**src/rtl/fan_output_collector.sv**
```systemverilog
// fan_output_collector: consumer end of the FAN reduction tree.
// Captures one batch of N-1 partial sums with vector IDs and a valid mask,
// then serializes the valid entries (lowest index first) onto a single
// valid/ready stream, flagging the final entry of each batch.
module fan_output_collector #(
    parameter int N = 4,
    parameter int W = 8,
    parameter int V = 3,
    parameter int S = W + $clog2(N)
) (
    input  logic                    clk,
    input  logic                    rst_n,
    input  logic                    in_valid,
    output logic                    in_ready,
    input  logic [N-2:0][S-1:0]     in_sums,
    input  logic [N-2:0][V-1:0]     in_vec_ids,
    input  logic [N-2:0]            in_valids,
    output logic                    out_valid,
    input  logic                    out_ready,
    output logic [S-1:0]            out_sum,
    output logic [V-1:0]            out_vec_id,
    output logic [((N-1) > 1 ? $clog2(N-1) : 1)-1:0] out_idx,
    output logic                    out_last
);

    localparam int M     = N - 1;
    localparam int IDX_W = (M > 1) ? $clog2(M) : 1;

    localparam logic [0:0] IDLE  = 1'b0;
    localparam logic [0:0] DRAIN = 1'b1;

    localparam logic [M-1:0] ONE = {{(M-1){1'b0}}, 1'b1};

    logic [0:0]            state;
    logic [M-1:0]          pending;
    logic [M-1:0][S-1:0]   sums_q;
    logic [M-1:0][V-1:0]   ids_q;

    logic [IDX_W-1:0]      sel;
    logic                  single_left;
    logic                  in_fire;
    logic                  out_fire;

    // Lowest set bit of the pending mask picks the entry to present.
    always_comb begin
        sel = '0;
        for (int i = M - 1; i >= 0; i--) begin
            if (pending[i]) begin
                sel = IDX_W'(i);
            end
        end
    end

    // Exactly one pending bit means the presented entry closes the batch.
    always_comb begin
        single_left = (pending != '0) && ((pending & (pending - ONE)) == '0);
    end

    // Handshake decode and output presentation; all zero outside DRAIN.
    always_comb begin
        in_ready   = (state == IDLE);
        in_fire    = in_valid && in_ready;
        out_valid  = (state == DRAIN);
        out_fire   = out_valid && out_ready;
        out_sum    = '0;
        out_vec_id = '0;
        out_idx    = '0;
        out_last   = 1'b0;
        if (state == DRAIN) begin
            out_sum    = sums_q[sel];
            out_vec_id = ids_q[sel];
            out_idx    = sel;
            out_last   = single_left;
        end
    end

    // Control FSM: capture a batch in IDLE, retire one entry per handshake in DRAIN.
    always_ff @(posedge clk or negedge rst_n) begin
        if (!rst_n) begin
            state   <= IDLE;
            pending <= '0;
        end else begin
            case (state)
                IDLE: begin
                    if (in_fire) begin
                        pending <= in_valids;
                        // An all-invalid batch is consumed without leaving IDLE.
                        if (in_valids != '0) begin
                            state <= DRAIN;
                        end
                    end
                end
                DRAIN: begin
                    if (out_fire) begin
                        pending <= pending & ~(ONE << sel);
                        if (single_left) begin
                            state <= IDLE;
                        end
                    end
                end
                default: begin
                    state   <= IDLE;
                    pending <= '0;
                end
            endcase
        end
    end

    // Batch storage: loaded only on acceptance, untouched while draining.
    always_ff @(posedge clk or negedge rst_n) begin
        if (!rst_n) begin
            sums_q <= '0;
            ids_q  <= '0;
        end else if (in_fire) begin
            sums_q <= in_sums;
            ids_q  <= in_vec_ids;
        end
    end

endmodule

```
**config.mk**
```make
export PLATFORM = sky130hd
export DESIGN_NAME = fan_output_collector
export DESIGN_NICKNAME = d
export VERILOG_FILES = /design/src/rtl/fan_output_collector.sv
export SDC_FILE = /design/constraint.sdc
export NUM_CORES = 1
export LEC_CHECK = 0
export ABC_AREA = 1
export CAP_MARGIN = 20
export CELL_PAD_IN_SITES_DETAIL_PLACEMENT = 1
export CELL_PAD_IN_SITES_GLOBAL_PLACEMENT = 1
export CORE_ASPECT_RATIO = 1.4
export CORE_MARGIN = 1
export CORE_UTILIZATION = 33
export DETAILED_ROUTE_END_ITERATION = 6
export HOLD_SLACK_MARGIN = 0.02
export PLACE_DENSITY = 0.79
export SLEW_MARGIN = 20
export SYNTH_ARGS = -nofsm -noshare
export SYNTH_HDL_FRONTEND = slang
export SYNTH_SLANG_ARGS = --single-unit
export TNS_END_PERCENT = 20
```
**constraint.sdc**
```tcl
create_clock -name clk -period 1.93 [get_ports clk]
set_clock_uncertainty 0.15 [all_clocks]
set_input_delay 0.2895 -clock clk [delete_from_list [all_inputs] [get_ports clk]]
set_output_delay 0.2895 -clock clk [all_outputs]
set_load 0.03 [all_outputs]
```
After elaboration in Yosys (flattened, before gate mapping)
Index checks and enable logic that the tools add are counted.

Bits in registers: 43. Logic and storage cells: 43. Bits of input ports: 46.

Eq/ne operators: 2. Bitwise operators: 4. Reductions and logical operators: 7. Mux-type cells: 19. Shifts and indexed selects: 1. $lt $le $gt $ge: 1. Add/subtract/negate cells: 1.

Operators by type and width (count): $bmux 10 s2 (1); $mux 10 (2); $mux 3 (4); $mux 2 (4); $and 3x3->3 (2); $bmux 3 s2 (1); $pmux 3 s2 (1); $reduce_bool 3->1 (2); $mux 1 (5); $ne 2x1->1 const B (2); $logic_and 1x1->1 (3); $logic_not 3->1 (1); $lt 2x3->1 const B (1); $not 3->3 (1); $shl 1x2->3 const A (1); $sub 3x1->3 const B (1); $pmux 1 s2 (1); $reduce_and 2->1 (1); $not 1->1 (1).

Longest topological paths before layout
Depth in word-level cells: 8. Depth in mapped cells: 7.

Least setup slack after synthesis
Ideal clock, no wire load.

Path kind: reg-to-output. Start: register state, in the netlist out_valid. End: output out_sum[0]. Cell stages (with the launch flop): 5. Path slack: 0.022 ns. Arrival time: 1.468 ns. Path buffers: 2. Path through: dfrtp_1 > buf_4 > buf_1 > o21ai_0 > nor2_1.

Word-level cells in the longest chain between the ends: 1.

RTL lines: start: declaration (line 34) `logic [0:0] state;`; start signal: assignment (line 80) `state <= IDLE;`; start signal: assignment (line 89) `state <= DRAIN;`; start signal: assignment (line 97) `state <= IDLE;`; $mux 10 (line 69) `if (state == DRAIN) begin`; end: declaration (line 20) `output logic [S-1:0] out_sum,`.

No other way between the ends.

Final worst setup path
Start: register pending[0]. End: output out_sum[7].

Word-level cells in the longest chain between the ends: 4.

RTL lines: start: declaration (line 35) `logic [M-1:0] pending;`; start signal: assignment (line 86) `pending <= in_valids;`; start signal: assignment (line 95) `pending <= pending & ~(ONE << sel);`; $mux 2 (line 48) `if (pending[i]) begin`; $bmux 10 s2 (line 70) `out_sum = sums_q[sel];`; $mux 10 (implied by the code) (line 70); $mux 10 (line 69).

No other way between the ends. The select of a mux whose other input is x is not followed.

==> metrics.yaml <==
status:
  outcome: "finished, violations left"
  violations: "setup timing"
synthesis:
  synth.top_cell.area_share_pct: 51.2
  syn-num-nets: 335
  synth_top_cells_by_area: "dfrtp_1 (51%), nand2_1 (30%), nor2_1 (5.0%), o21ai_0 (4.0%), buf_2 (1.4%)"
  yosys_warnings: 0
  yosysTopAreaCell: "dfrtp_1"
  yosysUniqueCellTypes: 19
  syn_inst: 289
  synth_edf_count: 0
  synth_seq_cells: 43
  synthFlopType: "dfrtp_1"
  synth.most_common_cell: "nand2_1"
  yosys-top-cells-count: "nand2_1 (167), dfrtp_1 (43), nor2_1 (28)"
  ys_seq_area_share_pct: 51.2
  synthesis.area_um2: 2100
  synth_area_per_cell_um2: 7.28
  synthArstFlopShare_pct: 100
power:
  power_mw: 4.92
  pwr_density_cell_nw_per_um2: 1690
  vdd_ir_drop_max_mv: 0.764
  power_leakage_nw: 1.54
global_route:
  grt_pass1_vias: 2153
  track_usage_pct: 19.2
  overflow: 0
  grt_start_max_net_pins: 30
  grt_first_pass_wirelength_um: 9960
  antenna_found_initial: 0
clock_tree:
  clock_latency_ns: 0.29
  h-tree-depth: 2
  cts_root_buf: "clkbuf_8"
  cts_tree: "built"
  cts_buffer_depth: 2
  cts.sinks: 43
  cts.clk_slew.worst_paths_ns: 0.08
  numCtsBuffers: 5
timing:
  holdWs_ns: 0.318
  fmax_ghz: 0.485
  setup_viol: 14
  finalSetupTns_ns: -1.32
  hold_viol: 0
  slew_headroom_pct: 70.4
  tightest_slew_ns: 0.444
  rsz0062_at_grt: "true"
  worst_slack_ns: -0.133
  slew_viol_final: 0
  layout_min_cycle_time_ns: 2.06
  fin_crit_sh_pct: 107
drt:
  ant_nets: 0
  routed_via_density: 4.69
  drc: 0
  drt-pass1-iter-count: 4
  initialDrtViolationCount: 58
  wl_um: 6100
  wl_per_cell_um: 14.1
  vias: 2025
worst_setup_path:
  crit_path_start_kind: "register"
  endpoint_kind: "output port"
  worstSetupPathType: "reg -> out"
  crit_arrival_ns: 1.62
  cp_data_required_time_ns: 1.49
  rr_worst_depth: 6
  cp_max_fo: 7
die:
  die_h_um: 96.5
  pin_count: 64
  die_area_um2: 6700
  dieWidth_um: 69.5
  rows: 34
  initial_core_util_pct: 34.1
  core_area_um2: 6170
cells_and_area:
  area_growth_pct: 38.5
  fin_nets: 406
  drive_gt1_share_pct: 15.8
  layoutNonFillerInstCount: 432
  diodes: 0
min_path:
  hold_path.class: "in -> async"
place:
  pre_cts_ws_ns: 0.0846
  routabilityCongestion: 0.730
  port-buffer-count: 63
  dp_cells: 418
  post-dp-hpwl_um: 4420
job:
  maxCapViolCount: 0
## worst max-delay path, stage by stage (launching register included)
cell	delay (ns)
dfrtp_2	0.45
buf_6	0.13
nor2_4	0.12
buf_6	0.16
nand2_1	0.06
nand2_1	0.08
nor2_2	0.04
nor2_1	0.12
buf_4	0.18
## timing repair
item                                   in CTS  in global routing
endpoints found under the hold margin      16                  0
gates resized for setup                    11                  9
hold buffers                                1                  0
setup buffers                               5                  1
cloned                                      0                  0
pin swaps                                   3                  0
setup endpoints to repair                  16                 15
## cells by family after synthesis
kind of cell | synth area share, %
simple gates | 37.4
flops | 51.2
buf+inv | 6.31
compound gates | 5.18
## state kept, by name (all words and copies together) (netlist names)
name / count
ids_q: 9
out_valid: 1
sums_q: 30
pending: 3
## area by class of cell
type,instances,area (um2)
Fill cell,763,3260
Timing Repair Buffer,78,711
Inverter,8,35.0
Sequential cell,43,1080
Multi-Input combinational cell,224,910
Clock inverter,1,5.00
Clock buffer,6,82.6
Tap cell,72,90.1
## layout by cell type, fill, tap and decap left out, types with 2 or more instances in the layout
master and instances:
o21ai_0 10, dfrtp_1 40, nor2_2 2, nor2_1 28, o21ai_1 7, clkdlybuf4s50_1 45, inv_4 2, inv_2 3
buf_6 3, dfrtp_2 3, nand2_1 163, buf_4 27, nand2_2 7, inv_1 3, clkbuf_8 6, a21oi_1 2
## final timing paths
check / startpoint / to / slack (ns)
setup / recovery: pending[0] / out_sum[7] / -0.13
hold reg to reg: sums_q[6] / sums_q[6] / 0.33
max in group asynchronous: rst_n / sums_q[13] / 0.74
min in group clk: sums_q[6] / sums_q[6] / 0.33
hold / removal: rst_n / ids_q[6] / 0.32
setup reg to reg: out_valid / sums_q[25] / 0.50
## stage by stage
step	util [%]	area [um2]
detailed placement	44.4	2740
CTS	46.9	2890
floorplan	-	2100
finish	47.2	2910
global route	47.2	2910
global placement	44.4	2740
## layer usage
metal / share of wire, % / GRT usage, % / wire length (um)
met5: 0 / 0 / 0
met1: 41 / 21.5 / 2500
met4: 1.9 / 6.12 / 115
met3: 3.5 / 2.59 / 212
met2: 54 / 37.5 / 3280
## report_power, final
group / leakage (nW) / switching (mW) / internal (mW) / total, mW
logic: 0.963 / 1.70 / 1.02 / 2.72
registers: 0.528 / 0.289 / 1.34 / 1.62
clock network: 0.0470 / 0.300 / 0.281 / 0.581
No activity file was read; power rests on OpenSTA's default activity.
